### config.mk
export PLATFORM = sky130hd
export DESIGN_NAME = product_accumulator
export DESIGN_NICKNAME = d
export VERILOG_FILES = /design/src/rtl/product_accumulator.sv
export SDC_FILE = /design/constraint.sdc
export NUM_CORES = 1
export LEC_CHECK = 0
export ABC_AREA = 1
export CORE_MARGIN = 2
export CORE_UTILIZATION = 50
export CTS_BUF_LIST = sky130_fd_sc_hd__clkbuf_8
export CTS_CLUSTER_SIZE = 8
export DETAILED_ROUTE_END_ITERATION = 10
export GPL_TIMING_DRIVEN = 0
export PLACE_DENSITY = 0.93
export SLEW_MARGIN = 40
export SYNTH_ARGS = -nofsm -noshare
export SYNTH_HDL_FRONTEND = slang
export SYNTH_SLANG_ARGS = --single-unit
### constraint.sdc
create_clock -name clk -period 2.35 [get_ports clk]
set_input_delay 0.47 -clock clk [delete_from_list [all_inputs] [get_ports clk]]
set_output_delay 0.47 -clock clk [all_outputs]
set_load 0.005 [all_outputs]
### src/rtl/product_accumulator.sv
// Sums BURST consecutive 8-bit unsigned products into an ACC_W-bit accumulator and
// holds each completed sum until the consumer takes it. Carry-out sets a sticky overflow flag.
module product_accumulator #(
  parameter int ACC_W = 12,
  parameter int BURST = 4,
  parameter int CNT_W = $clog2(BURST+1)
) (
  input  logic             clk,
  input  logic             rst_n,
  input  logic [3:0]       product_low,
  input  logic [3:0]       product_high,
  input  logic             in_valid,
  output logic             in_ready,
  input  logic             clear,
  output logic [ACC_W-1:0] acc_out,
  output logic [CNT_W-1:0] count,
  output logic             overflow,
  output logic             out_valid,
  input  logic             out_ready
);

  typedef enum logic {ACCUM, HOLD} state_e;

  state_e           state_q, state_d;
  logic [ACC_W-1:0] acc_q, acc_d;
  logic [CNT_W-1:0] cnt_q, cnt_d;
  logic             ovf_q, ovf_d;

  logic             accept;
  logic [ACC_W:0]   p_ext;
  logic [ACC_W:0]   sum;
  logic [CNT_W-1:0] cnt_inc;
  logic             last;

  // clear wins over an accept presented in the same cycle
  assign accept  = (state_q == ACCUM) && in_valid && !clear;
  assign p_ext   = {{(ACC_W-7){1'b0}}, product_high, product_low};
  assign sum     = {1'b0, acc_q} + p_ext;
  assign cnt_inc = cnt_q + 1'b1;
  assign last    = (cnt_inc == CNT_W'(BURST));

  always_ff @(posedge clk) begin
    if (!rst_n) state_q <= ACCUM;
    else        state_q <= state_d;
  end

  always_comb begin
    state_d = state_q;
    if (clear) begin
      state_d = ACCUM;
    end else begin
      case (state_q)
        ACCUM:   if (accept && last) state_d = HOLD;
        HOLD:    if (out_ready)      state_d = ACCUM;
        default: state_d = ACCUM;
      endcase
    end
  end

  always_comb begin
    in_ready  = (state_q == ACCUM);
    out_valid = (state_q == HOLD);
  end

  always_comb begin
    acc_d = acc_q;
    cnt_d = cnt_q;
    ovf_d = ovf_q;
    if (clear || (state_q == HOLD && out_ready)) begin
      acc_d = '0;
      cnt_d = '0;
      ovf_d = 1'b0;
    end else if (accept) begin
      acc_d = sum[ACC_W-1:0];
      cnt_d = cnt_inc;
      ovf_d = ovf_q | sum[ACC_W];
    end
  end

  always_ff @(posedge clk) begin
    if (!rst_n) begin
      acc_q <= '0;
      cnt_q <= '0;
      ovf_q <= 1'b0;
    end else begin
      acc_q <= acc_d;
      cnt_q <= cnt_d;
      ovf_q <= ovf_d;
    end
  end

  assign acc_out  = acc_q;
  assign count    = cnt_q;
  assign overflow = ovf_q;

endmodule

==> results.yml, run 1 <==
clock_network:
  clkLatencyLatePin_ns: 0.25
  cts.clk_slew.worst_paths_ns: 0.07
  cts.repair_timing.setup_buffer_count: 0
  cts_max_level: 1
  inserted_clock_buffers: 3
  ctsResizeCount: 0
  ctsRootBufferMaster: "clkbuf_8"
  cts_tree: "done"
  post_cts_hold_buffer_count: 0
  sinks_on_clock_net: 17
  clock_buffer_depth: 2
layout:
  seqCellArea_sq_um: 340
  final_cell_mix: "48 x nand2_1, 30 x clkdlybuf4s50_1, 19 x inv_1, 17 x nand3_1, 17 x dfxtp_1"
  multiInputGateArea_sq_um: 698
  antenna-diode-count: 0
  final_layout_size_suffix_gt1_frac: 0.102
  fill_cells: 185
  final_common_cell: "nand2_1"
  layout-area-overhead-vs-synth_pct: 33.4
  finalNetCount: 222
sta:
  setup_repair_after_global_routing_missed_its_margin: "no"
  setup_viol: 0
  worst_clock_skew_ns: 0.000695
  timing.setup.tns_ns: 0
  timing.slew.headroom: 0.864
  hold_violations: 0
  fin_crit_ns: 2.03
  max_clock_freq_ghz: 0.492
  slew_violations: 0
  min_period_over_period: 0.865
  tightest_slew_ns: 0.203
  layout_setup_ws_ns: 0.318
pwr:
  power_per_cell_area_nw_per_um2: 418
  ir_drop_v: 0.000303
  p_leak_nw: 0.731
yosys:
  synth_nets: 187
  seq_area_frac_synth: 0.298
  number_of_instances_in_the_synthesized_netlist: 163
  synth_cell_types: 21
  per_instance_average_area_after_synthesis_sq_um: 7.02
  yosys_warnings: 0
  yosys_register_bits: 17
  synthesis.area_sq_um: 1140
setup_path:
  crit_arrival_ns: 2.18
  startpoint_type: "primary input"
  critPathCaptureType: "register"
  wp_data_required_ns: 2.50
  cp_max_fo: 4
  critical_path_class: "primary input to register"
drt:
  drtAntennaViolNets: 0
  detail_route.wl_per_cell_um: 11.9
  drt_wl_total_mm: 2.68
  route.vias.total: 1139
  drt_pre_antenna_iters: 4
  drt-vias-per-instance: 5.06
  first_iter_violations: 10
  drc_errors: 0
run:
  drv.max_cap_violation_count: 0
global_routing:
  grt_overflow_total: 0
  first_global_vias: 1107
  antenna_found_initial: 0
  wire_length_of_the_first_global_routing_pass_mm: 4.51
  grtUsageTotal: 0.221
  pin_count_of_the_biggest_net_entering_global_routing: 11
outcome:
  outcome: "complete, no violations"
die:
  dieArea_sq_um: 2690
  pin_count: 31
  dieWidth_um: 51.8
  std_cell_rows: 17
  core_sq_um: 2190
  floorplan.initialDensity: 0.522
  die_height_um: 51.8
worst_hold_path:
  hold_class: "register to register"
place:
  port_buffers: 30
  dp_worst_setup_slack_ns: 0.0514
  gp_routability_congestion: 0.919
  post-dp-hpwl_mm: 2.06
-- per-layer routing --
layer  global-route usage  vias to the layer above  wire, um
met5                    0                        -         0
met4               0.0658                        0        11
li1                     -                      590         -
met2                0.395                       31      1350
met1                0.266                      516      1160
met3               0.0431                        2       155
-- final cells by class --
type | count | area share
timing repair buffer | 30 | 0.197
sequential | 17 | 0.223
buffer | 2 | 0.0123
clock inverter | 1 | 0.00328
inverter | 23 | 0.0566
clock buffer | 3 | 0.0271
tap | 28 | 0.0230
multi-input combinational | 121 | 0.458
-- per-stage QoR --
stage | std cells | power [mW] | utilization | hold WS (ns) | cell area, sq um
floorplan | 163 | 0.371 | - | 0.447 | 1140
global placement | 221 | 0.415 | 0.675 | 0.441 | 1480
detailed placement | 221 | 0.418 | 0.675 | 0.459 | 1480
CTS | 225 | 0.639 | 0.696 | 0.472 | 1530
global route | 225 | 0.666 | 0.696 | 0.493 | 1530
finish | 225 | 0.638 | 0.696 | 0.466 | 1530
-- cell families after synthesis --
group | Yosys count | share of synthesized area
buffers and inverters | 25 | 0.0919
xor gates and xnor gates | 4 | 0.0306
AOI/OAI and AO/OA | 23 | 0.119
and+or+nand+nor | 83 | 0.334
adders and majority gates | 11 | 0.127
DFF | 17 | 0.298
-- critical path, stage by stage --
cell and delay [ns]:
clkdlybuf4s50_1 0.40, ha_1 0.24, fa_1 0.43, nand3_2 0.09, nand2_1 0.10, nand2_1 0.09, nand3_2 0.11, nand2_2 0.09
nand2_1 0.05, nand2_1 0.06, nor2_2 0.03
-- final timing paths --
kind	startpoint	endpoint	slack, ns	depth (start not counted)
setup / recovery	product_low[0]	acc_out[10]	0.32	11
hold / removal	overflow	overflow	0.47	2
setup reg to reg	acc_out[0]	acc_out[10]	0.63	10
hold reg to reg	overflow	overflow	0.47	2
-- state kept, by name (all words and copies together) (netlist names) --
| name | flops |
|---|---|
| out_valid | 1 |
| acc_out | 12 |
| count | 3 |
| overflow | 1 |
-- Yosys cell counts --
cell type	instances	area share
buf_6	1	0.0098
inv_1	19	0.062
nor2_1	9	0.030
inv_2	4	0.013
o21ai_0	1	0.0044
o21ai_1	1	0.0044
nor2_2	2	0.011
xor2_1	4	0.031
o21a_1	4	0.026
nand3_1	17	0.074
nand3_4	1	0.015
buf_4	1	0.0066
a21boi_2	1	0.0098
nand2_1	48	0.16
ha_1	10	0.11
o21bai_1	2	0.013
dfxtp_1	17	0.30
nand2_2	2	0.011
fa_1	1	0.018
nand3_2	4	0.035
a21oi_1	14	0.061
-- power by group --
| group | internal (mW) | switching [mW] |
|---|---|---|
| Clock | 0.118 | 0.107 |
| Combinational | 0.0556 | 0.0594 |
| Sequential | 0.293 | 0.00485 |
(Power assumes the default switching activity.)
==> run 2, diff against run 1 <==
--- a/config.mk
+++ b/config.mk
@@ -12,7 +12,7 @@
 export CTS_CLUSTER_SIZE = 8
 export DETAILED_ROUTE_END_ITERATION = 10
 export GPL_TIMING_DRIVEN = 0
-export PLACE_DENSITY = 0.93
+export PLACE_DENSITY = 0.87
 export SLEW_MARGIN = 40
 export SYNTH_ARGS = -nofsm -noshare
 export SYNTH_HDL_FRONTEND = slang
==> run 2 against run 1 <==
Sequential power is essentially flat. Critical path depth is the same. Total power is essentially flat. Via count grew 1.5%. Largest cell class unchanged.
==> results.yml, run 2 (synthesis gave the netlist of run 1 again) <==
setup_path:
  setup.reg_to_reg.worst_slack_ns: 0.61
  crit_top_cell: "nand2_1"
  path_buf_inv: 1
  r2r.worst_path.cells: 10
  setup.worst_path.start: "product_low[0]"
  wp_data_required_ns: 2.50
  cp_max_fo: 4
  crit_arrival_ns: 2.21
  critPathCaptureType: "register"
  critical_path_class: "primary input to register"
  critical-path-slowest-cell: "fa_1"
  startpoint_type: "primary input"
  slowest_delay_ns: 0.42
  regToRegStartpoint: "acc_out[0]"
  path_cells: "clkdlybuf4s50_1, ha_1, fa_1, nand3_2, nand2_1, nand2_1, nand3_2, nand2_2, nand2_1, nand2_1, nor2_2"
  family_with_the_most_delay_on_the_worst_path: "adder cells"
  crit_reg_reg_endpoint: "acc_out[10]"
sta:
  setup_viol: 0
  timing.slew.headroom: 0.871
  timing.setup.tns_ns: 0
  tightest_slew_ns: 0.194
  slew_violations: 0
  fin_crit_ns: 2.05
  worst_clock_skew_ns: 0.00226
  max_clock_freq_ghz: 0.487
  setup_repair_after_global_routing_missed_its_margin: "no"
  hold_ws_ns: 0.454
  hold_violations: 0
  min_period_over_period: 0.873
clock_network:
  cts.repair_timing.setup_buffer_count: 0
  cts_max_level: 1
  clkLatencyLatePin_ns: 0.25
  cts_tree: "done"
  ctsRootBufferMaster: "clkbuf_8"
  post_cts_hold_buffer_count: 0
  sinks_on_clock_net: 17
  ctsResizeCount: 0
  inserted_clock_buffers: 3
  cts.clk_slew.worst_paths_ns: 0.07
  clock_buffer_depth: 2
drt:
  drt-vias-per-instance: 5.14
  drc_errors: 0
  route.vias.total: 1156
  drtAntennaViolNets: 0
  first_iter_violations: 24
  drt_pre_antenna_iters: 4
  detail_route.wl_per_cell_um: 11.9
  drt_wl_total_mm: 2.67
layout:
  final_cell_mix: "48 x nand2_1, 30 x clkdlybuf4s50_1, 19 x inv_1, 17 x nand3_1, 17 x dfxtp_1"
  fill_cells: 184
  layout-area-overhead-vs-synth_pct: 33.4
  final_common_cell: "nand2_1"
  antenna-diode-count: 0
  final_layout_size_suffix_gt1_frac: 0.102
  largest_register_ff_count: 12
  finalNetCount: 222
die:
  pin_count: 31
  floorplan.initialDensity: 0.522
  dieArea_sq_um: 2690
  core_sq_um: 2190
  die_height_um: 51.8
  std_cell_rows: 17
  dieWidth_um: 51.8
outcome:
  outcome: "complete, no violations"
global_routing:
  pin_count_of_the_biggest_net_entering_global_routing: 11
  grtUsageTotal: 0.225
  antenna_found_initial: 0
  wire_length_of_the_first_global_routing_pass_mm: 4.59
  first_global_vias: 1141
  grt_overflow_total: 0
worst_hold_path:
  worst_hold_start: "overflow"
  hold_end: "overflow"
  worst_hold_path.num_cells: 2
  hold_class: "register to register"
pwr:
  p_leak_nw: 0.731
  power_per_cell_area_nw_per_um2: 418
  ir_drop_v: 0.000331
place:
  port_buffers: 30
  post-dp-hpwl_mm: 2.00
  gp_routability_congestion: 0.898
run:
  drv.max_cap_violation_count: 0
-- run 2: report_power, final --
group / total (mW) / internal (mW) / leakage [nW] / switching (mW)
Clock: 0.226 / 0.118 / 0.0255 / 0.108
Combinational: 0.113 / 0.0554 / 0.568 / 0.0581
Sequential: 0.298 / 0.293 / 0.138 / 0.00517
-- run 2: metal layers --
layer | routed length (um) | global-route usage | part of all wire | vias up
met4 | 47 | 0.0702 | 0.018 | 0
met2 | 1340 | 0.418 | 0.50 | 34
met5 | 0 | 0 | 0 | -
met1 | 1180 | 0.257 | 0.44 | 522
li1 | - | - | - | 591
met3 | 99 | 0.0374 | 0.037 | 9
-- run 2: cell type report --
type / instances / area, sq um / area share
multi-input cells: 121 / 698 / 0.458
flip-flops and latches: 17 / 340 / 0.223
repair buffers: 30 / 300 / 0.197
inverters: 23 / 86.3 / 0.0566
clock buffers: 3 / 41.3 / 0.0271
well taps: 28 / 35.0 / 0.0230
plain buffers: 2 / 18.8 / 0.0123
clock inverters: 1 / 5.00 / 0.00328
-- run 2: how the worst max path moves through the flow --
stage,end,slack (ns),cells past startpoint
2_1_floorplan,acc_out[10],0.62,10
3_3_place_gp,acc_out[10],0.08,11
3_5_place_dp,acc_out[10],0.05,11
4_1_cts,acc_out[10],0.31,11
5_1_grt,acc_out[10],0.20,11
6_report,acc_out[10],0.30,11
-- run 2: through the flow --
step	util	cell area [sq um]	instances	worst slack, ns	power, mW
floorplan	-	1140	163	0.617	0.371
global placement	0.675	1480	221	0.0835	0.415
detailed placement	0.675	1480	221	0.0484	0.417
CTS	0.696	1530	225	0.309	0.639
global route	0.696	1530	225	0.199	0.666
finish	0.696	1530	225	0.298	0.637
-- run 2: worst reg2reg max path: stages, from the launching register on --
cell and delay [ns]:
dfxtp_1 0.33, ha_1 0.23, fa_1 0.42, nand3_2 0.09, nand2_1 0.10, nand2_1 0.10, nand3_2 0.12, nand2_2 0.10
nand2_1 0.05, nand2_1 0.06, nor2_2 0.03
==> run 3, diff against run 2 <==
--- a/config.mk
+++ b/config.mk
@@ -5,14 +5,13 @@
 export SDC_FILE = /design/constraint.sdc
 export NUM_CORES = 1
 export LEC_CHECK = 0
-export ABC_AREA = 1
 export CORE_MARGIN = 2
 export CORE_UTILIZATION = 50
 export CTS_BUF_LIST = sky130_fd_sc_hd__clkbuf_8
 export CTS_CLUSTER_SIZE = 8
 export DETAILED_ROUTE_END_ITERATION = 10
 export GPL_TIMING_DRIVEN = 0
-export PLACE_DENSITY = 0.87
+export PLACE_DENSITY = 0.89
 export SLEW_MARGIN = 40
 export SYNTH_ARGS = -nofsm -noshare
 export SYNTH_HDL_FRONTEND = slang
==> run 3 against run 2 <==
Sequential power hardly changed. Fmax is 8.9% lower. Via count decreased by 8.7%. Design area down 6.3%. Total power shrank 2.9%. Hold slack better by 0.0091 ns. Critical path type unchanged. Critical endpoint is now acc_out[9]. Worst setup slack got worse by 0.20 ns. Sequential share of layout area increased by 1.5 points. Wire length fell by 6.3%.
==> results.yml, run 3 <==
outcome:
  outcome: "complete, no violations"
setup_path:
  critPathCaptureType: "register"
  r2r.worst_path.cells: 7
  crit_arrival_ns: 2.45
  critical-path-slowest-cell: "or4_1"
  cp_max_fo: 4
  regToRegStartpoint: "acc_out[0]"
  startpoint_type: "primary input"
  setup.reg_to_reg.worst_slack_ns: 0.43
  wp_data_required_ns: 2.54
  path_buf_inv: 1
  crit_reg_reg_endpoint: "acc_out[10]"
  family_with_the_most_delay_on_the_worst_path: "simple AND/OR/NAND/NOR gates"
  slowest_delay_ns: 0.49
  critical_path_class: "primary input to register"
  path_cells: "clkdlybuf4s50_1, ha_1, a211oi_2, nor3_2, a2111oi_4, or4_1, a21oi_1"
layout:
  final-instance-count-excl-fill: 182
  final_core_util: 0.728
  largest_register_ff_count: 12
  antenna-diode-count: 0
  final_common_cell: "clkdlybuf4s50_1"
  final_layout_size_suffix_gt1_frac: 0.0774
  fill_cells: 169
  seqCellArea_sq_um: 340
  layout-area-overhead-vs-synth_pct: 38.4
  finalNetCount: 180
  multiInputGateArea_sq_um: 683
  final_cell_mix: "30 x clkdlybuf4s50_1, 17 x nand2_1, 17 x dfxtp_1, 15 x a21oi_1, 9 x ha_1"
worst_hold_path:
  hold_class: "register to register"
  worst_hold_path.num_cells: 1
  worst_hold_start: "overflow"
  hold_end: "overflow"
yosys:
  ys_dominant_reg_cell: "dfxtp_1"
  synth-edff-count: 0
  yosys-top-cells-area: "dfxtp_1 33%, ha_1 12%, a21oi_1 7.3%"
  synth_async_sr_flop_share: 0
  synth-xor-area-share: 0.0424
  synth.largest_area_cell: "dfxtp_1"
  synth_compound_area_frac: 0.230
  seq_area_frac_synth: 0.330
  dominant_combinational_cell_family_by_area_after_synthesis: "simple AND/OR/NAND/NOR gates"
  yosysTopAreaCellShare: 0.330
  simple_gate_fraction_of_synth_area: 0.232
  yosys_warnings: 0
  synthesis.area_sq_um: 1030
  synth_adder_area_share: 0.141
  synth_nets: 145
  synth.cells.most_frequent: "17 x dfxtp_1, 17 x nand2_1, 15 x a21oi_1"
  yosys-mux-area-fraction: 0
  yosys_register_bits: 17
  per_instance_average_area_after_synthesis_sq_um: 8.53
  synth_cell_types: 37
  number_of_instances_in_the_synthesized_netlist: 121
global_routing:
  pin_count_of_the_biggest_net_entering_global_routing: 11
  grtUsageTotal: 0.216
  grt_overflow_total: 0
  antenna_found_initial: 0
  first_global_vias: 951
  wire_length_of_the_first_global_routing_pass_mm: 4.04
clock_network:
  clkLatencyLatePin_ns: 0.26
  post_cts_hold_buffer_count: 0
  ctsRootBufferMaster: "clkbuf_8"
  cts_max_level: 1
  cts_tree: "done"
  cts.clk_slew.worst_paths_ns: 0.07
  inserted_clock_buffers: 3
  clock_buffer_depth: 2
  sinks_on_clock_net: 17
sta:
  setup_viol: 0
  slew_violations: 0
  max_clock_freq_ghz: 0.444
  worst_clock_skew_ns: 0.00581
  timing.slew.headroom: 0.678
  tightest_slew_ns: 0.483
  timing.setup.tns_ns: 0
  min_period_over_period: 0.959
  hold_violations: 0
  fin_crit_ns: 2.25
  setup_repair_after_global_routing_missed_its_margin: "yes"
pwr:
  ir_drop_v: 0.000370
  power_per_cell_area_nw_per_um2: 433
  p_leak_nw: 0.529
place:
  port_buffers: 30
  gp_routability_congestion: 0.889
  placed_cell_count: 178
  post-dp-hpwl_mm: 1.88
drt:
  detail_route.wl_per_cell_um: 13.7
  drc_errors: 0
  first_iter_violations: 18
  drt-vias-per-instance: 5.80
  route.vias.total: 1056
  drt_pre_antenna_iters: 4
  drt_wl_total_mm: 2.50
  drtAntennaViolNets: 0
die:
  std_cell_rows: 16
  floorplan.initialDensity: 0.526
  dieWidth_um: 49.4
  core_sq_um: 1960
  dieArea_sq_um: 2440
  die_height_um: 49.4
  pin_count: 31
run:
  drv.max_cap_violation_count: 0
-- run 3: layout make-up --
class | instances | share of cell area
plain buffers | 5 | 0.0158
inverters | 1 | 0.00263
multi-input cells | 98 | 0.478
flip-flops and latches | 17 | 0.238
repair buffers | 30 | 0.210
clock buffers | 3 | 0.0289
well taps | 27 | 0.0236
clock inverters | 1 | 0.00263
-- run 3: stage by stage --
stage	hold slack, ns	area [sq um]	worst slack, ns	total power [mW]
detailed placement	0.452	1370	-0.232	0.403
finish	0.463	1430	0.0967	0.619
global route	0.498	1430	-0.0000406	0.642
floorplan	0.464	1030	0.466	0.359
CTS	0.468	1410	0.0340	0.623
global placement	0.451	1370	-0.166	0.399
-- run 3: cells by family (layout without fill, tap and decap cells) --
group,count (synthesis),in the layout
flip-flops,17,17
buffers and inverters,6,40
AND/OR/NAND/NOR,46,46
AO/OA/AOI/OAI,36,36
adder cells (fa/ha/maj),11,11
XOR/XNOR,5,5
-- run 3: worst max-delay path by stage --
stage                         startpoint     endpoint  depth (start not counted)
final                     product_low[1]   acc_out[9]                          7
after global routing      product_low[1]   acc_out[9]                          7
after CTS                 product_low[1]  acc_out[11]                          7
after detailed placement  product_low[1]  acc_out[11]                          7
after global placement    product_low[1]  acc_out[11]                          7
after floorplan           product_low[1]  acc_out[11]                          6
-- run 3: repair_timing --
action	CTS	global route
setup buffers	0	0
resized for setup	0	3
endpoints found under the setup margin	0	3
hold endpoints to repair	0	0
-- run 3: metal layers --
metal,global-route usage,share of wire,up-vias
li1,-,-,513
met4,0.134,0.027,0
met3,0.0276,0.038,7
met2,0.372,0.50,32
met1,0.251,0.44,504
met5,0,0,-
-- run 3: power by group --
group / switching [mW] / total, mW / internal [mW] / leakage, nW
logic: 0.0506 / 0.102 / 0.0514 / 0.364
clock network: 0.104 / 0.220 / 0.116 / 0.0269
registers: 0.00424 / 0.297 / 0.293 / 0.137
total: 0.159 / 0.619 / 0.460 / 0.529
